--- src/rtl/keypad_decoder.sv ---
// 4x4 active-low keypad scanner: column scan, debounce and key classification.
// Optional auto-repeat of held digit keys when KEYPAD_AUTOREPEAT_EN is defined.
module keypad_decoder #(
  parameter int SCAN_DIV        = 1000,
  parameter int DEBOUNCE_CYCLES = 20000,
  parameter int REPEAT_CYCLES   = 5000000
) (
  input  logic       clk,
  input  logic       rst,
  input  logic [3:0] row_n,
  output logic [3:0] col_n,
  output logic       key_valid,
  output logic [3:0] key_code,
  output logic       digit_valid,
  output logic [3:0] digit,
  output logic       op_recived,
  output logic [1:0] op_code,
  output logic       eq_recived,
  output logic       clr_pulse,
  output logic [1:0] dbg_state
);

  if (SCAN_DIV < 2 || DEBOUNCE_CYCLES < 1 || REPEAT_CYCLES < 2) begin : g_bad_params
    $error("keypad_decoder: parameter out of range");
  end

  localparam int DIV_W = $clog2(SCAN_DIV);
  localparam int CNT_W = (DEBOUNCE_CYCLES > 1) ? $clog2(DEBOUNCE_CYCLES) : 1;
  localparam logic [DIV_W-1:0] DIV_LAST = DIV_W'(SCAN_DIV - 1);
  localparam logic [CNT_W-1:0] CNT_LAST = CNT_W'(DEBOUNCE_CYCLES - 1);

  // Code lookup indexed by {row, col}.
  localparam logic [3:0] KEY_MAP [16] = '{
    4'd1,  4'd2, 4'd3,  4'd10,
    4'd4,  4'd5, 4'd6,  4'd11,
    4'd7,  4'd8, 4'd9,  4'd12,
    4'd14, 4'd0, 4'd15, 4'd13
  };

  typedef enum logic [1:0] {
    ST_SCAN         = 2'd0,
    ST_DEBOUNCE     = 2'd1,
    ST_EMIT         = 2'd2,
    ST_WAIT_RELEASE = 2'd3
  } state_t;

  // All event outputs are one-cycle pulses with no backpressure: a consumer
  // must accept a pulse in the cycle it is high; codes hold until the next accept.

  state_t         state_q, state_d;
  logic [3:0]     sync1_q, rs_q;
  logic [1:0]     col_idx_q, col_idx_d;
  logic [3:0]     col_n_q, col_n_d;
  logic [DIV_W-1:0] div_q, div_d;
  logic [CNT_W-1:0] cnt_q, cnt_d;
  logic [3:0]     lat_rows_q, lat_rows_d;
  logic [1:0]     lat_col_q, lat_col_d;
  logic [3:0]     key_code_q, key_code_d;
  logic [3:0]     digit_q, digit_d;
  logic [1:0]     op_code_q, op_code_d;
  logic           key_valid_q, key_valid_d;
  logic           digit_valid_q, digit_valid_d;
  logic           op_recived_q, op_recived_d;
  logic           eq_recived_q, eq_recived_d;
  logic           clr_pulse_q, clr_pulse_d;
  logic [3:0]     emit_code;
  logic           emit_now;

`ifdef KEYPAD_AUTOREPEAT_EN
  localparam int REP_W = $clog2(REPEAT_CYCLES);
  // Repeat fires when the state machine moves into EMIT, one cycle before the pulse.
  localparam logic [REP_W-1:0] REP_LAST = REP_W'(REPEAT_CYCLES - 2);
  logic [REP_W-1:0] rep_q, rep_d;
`endif

  // Lowest active row wins when several rows of one column are low.
  function automatic logic [3:0] key_lookup(input logic [3:0] rows_n, input logic [1:0] col);
    logic [1:0] row;
    casez (rows_n)
      4'b???0: row = 2'd0;
      4'b??01: row = 2'd1;
      4'b?011: row = 2'd2;
      default: row = 2'd3;
    endcase
    return KEY_MAP[{row, col}];
  endfunction

  assign emit_code = key_lookup(lat_rows_q, lat_col_q);

  always_comb begin
    state_d       = state_q;
    col_idx_d     = col_idx_q;
    div_d         = div_q;
    cnt_d         = cnt_q;
    lat_rows_d    = lat_rows_q;
    lat_col_d     = lat_col_q;
    key_code_d    = key_code_q;
    digit_d       = digit_q;
    op_code_d     = op_code_q;
    key_valid_d   = 1'b0;
    digit_valid_d = 1'b0;
    op_recived_d  = 1'b0;
    eq_recived_d  = 1'b0;
    clr_pulse_d   = 1'b0;
    emit_now      = 1'b0;
`ifdef KEYPAD_AUTOREPEAT_EN
    rep_d         = rep_q;
`endif

    case (state_q)
      ST_SCAN: begin
        if (div_q == DIV_LAST) begin
          div_d = '0;
          if (rs_q == 4'hF) begin
            col_idx_d = col_idx_q + 2'd1;
          end else begin
            lat_rows_d = rs_q;
            lat_col_d  = col_idx_q;
            cnt_d      = '0;
            state_d    = ST_DEBOUNCE;
          end
        end else begin
          div_d = div_q + 1'b1;
        end
      end

      ST_DEBOUNCE: begin
        if (rs_q != lat_rows_q) begin
          state_d = ST_SCAN;
          div_d   = '0;
        end else if (cnt_q == CNT_LAST) begin
          emit_now = 1'b1;
        end else begin
          cnt_d = cnt_q + 1'b1;
        end
      end

      ST_EMIT: begin
        state_d = ST_WAIT_RELEASE;
        cnt_d   = '0;
`ifdef KEYPAD_AUTOREPEAT_EN
        rep_d   = '0;
`endif
      end

      default: begin
        if (rs_q == 4'hF) begin
          if (cnt_q == CNT_LAST) begin
            state_d   = ST_SCAN;
            div_d     = '0;
            cnt_d     = '0;
            col_idx_d = col_idx_q + 2'd1;
          end else begin
            cnt_d = cnt_q + 1'b1;
          end
        end else begin
          cnt_d = '0;
        end
`ifdef KEYPAD_AUTOREPEAT_EN
        // Repeat timer runs only while the exact latched pattern stays held.
        if (rs_q == lat_rows_q && emit_code <= 4'd9) begin
          if (rep_q == REP_LAST) begin
            emit_now = 1'b1;
          end else begin
            rep_d = rep_q + 1'b1;
          end
        end else begin
          rep_d = '0;
        end
`endif
      end
    endcase

    if (emit_now) begin
      state_d     = ST_EMIT;
      key_valid_d = 1'b1;
      key_code_d  = emit_code;
      if (emit_code <= 4'd9) begin
        digit_valid_d = 1'b1;
        digit_d       = emit_code;
      end else if (emit_code <= 4'd13) begin
        op_recived_d = 1'b1;
        op_code_d    = 2'(emit_code - 4'd10);
      end else if (emit_code == 4'd14) begin
        clr_pulse_d = 1'b1;
      end else begin
        eq_recived_d = 1'b1;
      end
    end

    col_n_d = ~(4'b0001 << col_idx_d);
  end

  always_ff @(posedge clk) begin
    if (rst) begin
      sync1_q       <= 4'hF;
      rs_q          <= 4'hF;
      state_q       <= ST_SCAN;
      col_idx_q     <= 2'd0;
      col_n_q       <= 4'b1110;
      div_q         <= '0;
      cnt_q         <= '0;
      lat_rows_q    <= 4'hF;
      lat_col_q     <= 2'd0;
      key_code_q    <= 4'd0;
      digit_q       <= 4'd0;
      op_code_q     <= 2'd0;
      key_valid_q   <= 1'b0;
      digit_valid_q <= 1'b0;
      op_recived_q  <= 1'b0;
      eq_recived_q  <= 1'b0;
      clr_pulse_q   <= 1'b0;
`ifdef KEYPAD_AUTOREPEAT_EN
      rep_q         <= '0;
`endif
    end else begin
      sync1_q       <= row_n;
      rs_q          <= sync1_q;
      state_q       <= state_d;
      col_idx_q     <= col_idx_d;
      col_n_q       <= col_n_d;
      div_q         <= div_d;
      cnt_q         <= cnt_d;
      lat_rows_q    <= lat_rows_d;
      lat_col_q     <= lat_col_d;
      key_code_q    <= key_code_d;
      digit_q       <= digit_d;
      op_code_q     <= op_code_d;
      key_valid_q   <= key_valid_d;
      digit_valid_q <= digit_valid_d;
      op_recived_q  <= op_recived_d;
      eq_recived_q  <= eq_recived_d;
      clr_pulse_q   <= clr_pulse_d;
`ifdef KEYPAD_AUTOREPEAT_EN
      rep_q         <= rep_d;
`endif
    end
  end

  assign col_n       = col_n_q;
  assign key_valid   = key_valid_q;
  assign key_code    = key_code_q;
  assign digit_valid = digit_valid_q;
  assign digit       = digit_q;
  assign op_recived  = op_recived_q;
  assign op_code     = op_code_q;
  assign eq_recived  = eq_recived_q;
  assign clr_pulse   = clr_pulse_q;
  assign dbg_state   = state_q;

endmodule
--- config.mk ---
export PLATFORM = sky130hd
export DESIGN_NAME = keypad_decoder
export DESIGN_NICKNAME = d
export VERILOG_FILES = /design/src/rtl/keypad_decoder.sv
export SDC_FILE = /design/constraint.sdc
export NUM_CORES = 1
export LEC_CHECK = 0
export ABC_AREA = 1
export BUFFER_PORTS_ARGS = -buffer_cell sky130_fd_sc_hd__buf_2
export CAP_MARGIN = 20
export CORE_UTILIZATION = 50
export DETAILED_ROUTE_END_ITERATION = 8
export PLACE_DENSITY_LB_ADDON = 0.12
export SLEW_MARGIN = 10
export SYNTH_ARGS = -nofsm -noshare
export SYNTH_HDL_FRONTEND = slang
export SYNTH_SLANG_ARGS = --single-unit
--- constraint.sdc ---
create_clock -name clk -period 4.2 [get_ports clk]
set_clock_uncertainty 0.15 [all_clocks]
set_input_delay 0.84 -clock clk [delete_from_list [all_inputs] [get_ports clk]]
set_output_delay 0.84 -clock clk [all_outputs]
set_load 0.05 [all_outputs]
**Word-level counts from Yosys, hierarchy flattened**

Memories as Yosys holds them, arrays and structs flattened.
Cells that the tools add are included.

- Muxes and demuxes: 35
- Reduce and logical (&&, ||, !) cells: 19
- Equal/unequal tests: 17
- $lt $le $gt $ge: 3
- Add/subtract/negate cells: 4
- Shift operators: 1
- Bitwise logic cells: 7

Operators by type and width:

| operator | number |
|---|---|
| 15-bit two-way mux | 6 |
| 15-bit case mux with 3 select lines | 1 |
| 10-bit two-way mux | 4 |
| 10-bit case mux with 3 select lines | 1 |
| 2-bit two-way mux | 10 |
| 15-bit by 1-bit adder with 15-bit output, second input constant | 1 |
| 15-bit == test, second input constant | 1 |
| 2-bit case mux with 3 select lines | 2 |
| 10-bit by 1-bit adder with 10-bit output, second input constant | 1 |
| 10-bit == test, second input constant | 1 |
| 2-bit inequality test, second input constant | 5 |
| 5-bit AND reduction | 2 |
| 5-bit nonzero test | 2 |
| 3-bit inequality test, second input constant | 3 |
| 4-bit == test, second input constant | 2 |
| 4-bit <= comparator, second input constant | 2 |
| 1-bit two-way mux | 8 |
| 4-bit two-way mux | 2 |
| 4-bit AND reduction | 2 |
| 4-bit nonzero test | 2 |
| 3-bit AND reduction | 2 |
| 3-bit nonzero test | 2 |
| 2-bit OR reduction | 3 |
| 5-bit greater-or-equal comparator, second input constant | 1 |
| other kinds (15) | 20 |

- Bits of input ports: 6
- Output and inout bits: 21
- Word-level logic and storage cells: 105
- Bits in registers: 62
- ROM bits: 64
- Memories kept: 1

Memories:

| memory | depth | width | rd ports | clocked after memory_dff | wr ports | RTL line | RTL |
|---|---|---|---|---|---|---|---|
| (no name shown) | 16 | 4 | 1 | 0 | 0 | 85 | `return KEY_MAP[{row, col}];` |

**Depth between registers and ports, before layout**

- Word-level depth: 9
- Depth in mapped cells: 12
- Gate-level depth less buffers: 12

**Worst setup path after synthesis**

Ideal clock, no wire load.

- Path type: register to register
- Start point: register state_q[0], in the netlist dbg_state[0]
- End point: register div_q[9]
- Path buffers: 1
- Required time: 3.915 ns
- Library setup time: 0.135 ns
- Slack: 2.082 ns
- Period minus slack after synthesis: 2.118 ns
- Cell stages (with the launch flop): 10
- Arrival time: 1.834 ns
- Path through: dfxtp_1 -> inv_1 -> ha_1 -> buf_2 -> nor2_1 -> nand2_1 -> nand3_1 -> clkinv_1 -> nand2_1 -> a21oi_1

- Cells in the longest elaborated chain, start to end: 3
- Elaborated cells on any way between the ends: 9
- Those cells by class: 3 x eq/ne; 1 x mux; 1 x bitwise; 4 x reduce/logical

RTL lines:

| what | RTL line | RTL |
|---|---|---|
| start, declared | 50 | `state_t state_q, state_d;` |
| start signal, assigned | 219 | `state_q <= state_d;` |
| 2-bit by 1-bit == test with 1-bit output (tied with other cells) | 110 | `case (state_q)` |
| 2-bit inequality test (no line) (tied with other cells) | n/a |  |
| 4-bit AND reduction (no line) | n/a |  |
| end signal, assigned | 222 | `div_q <= div_d;` |
| end, declared | 54 | `logic [DIV_W-1:0] div_q, div_d;` |

Parallel ways exist; a longest one is shown, timed or not.
A chain may end at the register's enable or synchronous reset.

**Worst setup path after layout**

- Start point: register state_q[0], in the netlist dbg_state[0]
- End point: register div_q[2]

Same word-level chain as after synthesis.

==> impl_metrics.py <==
metrics = {
    "floorplan": {
        "die_y_um": 84.93,
        "fp-row-count": 29,
        "io_pins": 27,
        "start_util": 0.5294,
        "core_area_um2": 6495,
        "die_x_um": 84.93,
        "die-area_um2": 7212,
    },
    "timing": {
        "tightest_slew_ns": 0.5904,
        "rsz0062_at_grt": "false",
        "finalHoldViolCount": 0,
        "slew_viol_final": 0,
        "slew_headroom": 0.6060,
        "setup_ws_ns": 1.811,
        "setup_viol": 0,
        "fmax_mhz": 418.6,
        "fin_tns_setup_ns": 0,
        "min_period_over_period": 0.5688,
        "fin_crit_ns": 2.389,
    },
    "clock_tree": {
        "cts_setup_buffers": 0,
        "cts_buffers": 9,
        "clock_latency_ns": 0.34,
        "cts_hold_buf": 0,
        "clockBufferDepth": 2,
        "cts_tree": "yes",
        "cts_resized": 0,
        "cts.sinks": 62,
        "ctsRootBufferMaster": "clkbuf_8",
        "htree_levels": 3,
        "path_clk_slew_ns": 0.08,
    },
    "detailed_routing": {
        "ant_nets": 0,
        "num_vias": 3139,
        "drt_iter0_drc": 173,
        "vias_per_cell": 5.197,
        "route.detailed.drc": 0,
        "routedWlPerCell_um": 12.27,
        "drt_wl_total_mm": 7.411,
        "dr.pass1.iters": 5,
    },
    "placed_design": {
        "pre_cts_ws_ns": 1.815,
        "hpwl_mm": 5.516,
        "port_buffers": 26,
        "gp_congestion": 0.8776,
    },
    "pwr": {
        "pwr_density_cell_nw_per_um2": 327.9,
        "peakVddDrop_uv": 167.1,
        "p_leak_nw": 1.637,
    },
    "yosys": {
        "ys_seq_elements": 62,
        "synth_top_area_cell": "dfxtp_1",
        "yosys-mux-area-fraction": 0,
        "synthCells": 497,
        "synth_top_family_by_area": "simple AND/OR/NAND/NOR gates",
        "ys_types": 37,
        "syn_area_per_cell_um2": 6.918,
        "yosysTopAreaCellShare": 0.3610,
        "yosys.area_share.simple": 0.4039,
        "ys_seq_area_frac": 0.3610,
        "synth_compound_area_frac": 0.09389,
        "syn-num-nets": 514,
        "synth_area_leaders": "dfxtp_1, nand2_1, nor2_1",
        "netlist_area_um2": 3438,
        "synth_xor_area_frac": 0.02547,
        "synthFlopType": "dfxtp_1",
        "synthArstFlopShare": 0,
        "synthAdderAreaFrac": 0.04003,
        "yosysWarningCount": 0,
        "synth_edf_count": 0,
    },
    "grt": {
        "globalRouteMet3Util": 0.05253,
        "track_usage": 0.2223,
        "overflow": 0,
        "grtUsageMet2": 0.3873,
        "grt_pass1_wl_mm": 12.79,
        "grt_antenna_before_repair": 0,
        "grt_use_met1": 0.2674,
        "grt_pass1_vias": 2943,
        "grt_busiest_layer": "met2",
        "grt_start_max_net_pins": 28,
    },
    "worst_setup_path": {
        "path_class": "register to register",
        "cp.arrival_ns": 2.44,
        "cp-start-kind": "register",
        "r2r_slack_ns": 1.81,
        "required_ns": 4.25,
        "cp_max_fo": 11,
        "cp-end-kind": "register",
    },
    "cells_and_area": {
        "n_fill_cell": 624,
        "syn2layout_area_growth_pct": 11.28,
        "finalNetCount": 539,
        "final_cell_mix": "nand2_1, nor2_1, dfxtp_1",
        "final_common_cell": "nand2_1",
        "drive_above_1_share": 0.1575,
        "antenna_cells": 0,
    },
    "flow_run": {
        "drv_cap": 0,
    },
    "outcome": {
        "status": "complete, no violations",
    },
    "worst_hold_path": {
        "hp-class": "register to register",
    },
}
registers in the layout, indices dropped and copies added, names as in the netlist, 4 cells and up:
name and count:
div_q 10, sync1_q 4, col_n 4, digit 4
key_code 4, cnt_q 15, lat_rows_q 4, rs_q 4
stage by stage:
| step | instances | total power [W] | utilization | hold WS, ns | cell area [um^2] |
|---|---|---|---|---|---|
| 2_1_floorplan | 497 | 0.0006402 | - | 0.2395 | 3438 |
| 3_3_place_gp | 588 | 0.0006479 | 0.5537 | 0.2414 | 3596 |
| 3_5_place_dp | 588 | 0.0006495 | 0.5537 | 0.2450 | 3596 |
| 4_1_cts | 604 | 0.001266 | 0.5891 | 0.2611 | 3826 |
| 5_1_grt | 604 | 0.001300 | 0.5891 | 0.2855 | 3826 |
| 6_report | 604 | 0.001255 | 0.5891 | 0.2607 | 3826 |
final cells by class:
type / count / area [um^2] / share of cell area
clock inverters: 4 / 95.09 / 0.02485
repair buffers: 26 / 130.1 / 0.03401
multi-input cells: 372 / 1937 / 0.5062
flip-flops and latches: 62 / 1241 / 0.3244
inverters: 51 / 191.4 / 0.05003
clock buffers: 12 / 135.1 / 0.03532
well taps: 77 / 96.34 / 0.02518
report_power, final:
part	total, W	switching (W)	leakage (nW)	internal, W
clock	0.000618	0.000224	0.115	0.000394
sequential	0.000599	0.00000547	0.502	0.000594
combinational	0.0000371	0.0000250	1.02	0.0000121
total	0.00125	0.000254	1.64	0.00100
cells in the mapped netlist, types with 2 or more instances:
cell type / count
nor2_8: 2
nand3_2: 6
nor3_1: 9
a21oi_2: 4
nand2_1: 129
inv_1: 48
nor2_1: 65
xnor2_1: 2
nor3_4: 2
or2_2: 10
dfxtp_1: 62
inv_2: 2
o21ai_1: 3
xor2_1: 8
nand3_1: 37
nor2_2: 5
o21bai_1: 4
clkbuf_1: 6
ha_1: 11
buf_2: 3
nand4_1: 15
nand2_2: 8
a21oi_1: 25
o21ai_0: 17
nand2_4: 2
kinds of logic after synthesis:
family / after synthesis
compound gates: 56
buf+inv: 63
xor+xnor: 10
simple gates: 295
flops: 62
fa+ha+maj: 11
critical path, stage by stage (launching register included):
cell and delay [ns]:
dfxtp_1 0.44, inv_1 0.10, ha_1 0.33, nor2_1 0.22
nand2_1 0.07, nand3_1 0.33, clkinv_1 0.39, nand2_1 0.15
a21oi_1 0.06
final timing paths:
check | startpoint | to | cells after the start
setup / recovery | dbg_state[0] | div_q[2] | 8
hold / removal | sync1_q[3] | rs_q[3] | 1
setup reg to reg | dbg_state[0] | div_q[2] | 8
hold reg to reg | sync1_q[3] | rs_q[3] | 1
metal layers:
metal / wire (um) / part of all wire / up-vias
met5: 0 / 0 / -
li1: - / - / 1643
met3: 287 / 0.039 / 17
met1: 3446 / 0.46 / 1427
met2: 3533 / 0.48 / 52
met4: 143 / 0.019 / 0
Note: power is estimated with default switching activity, not from simulation.
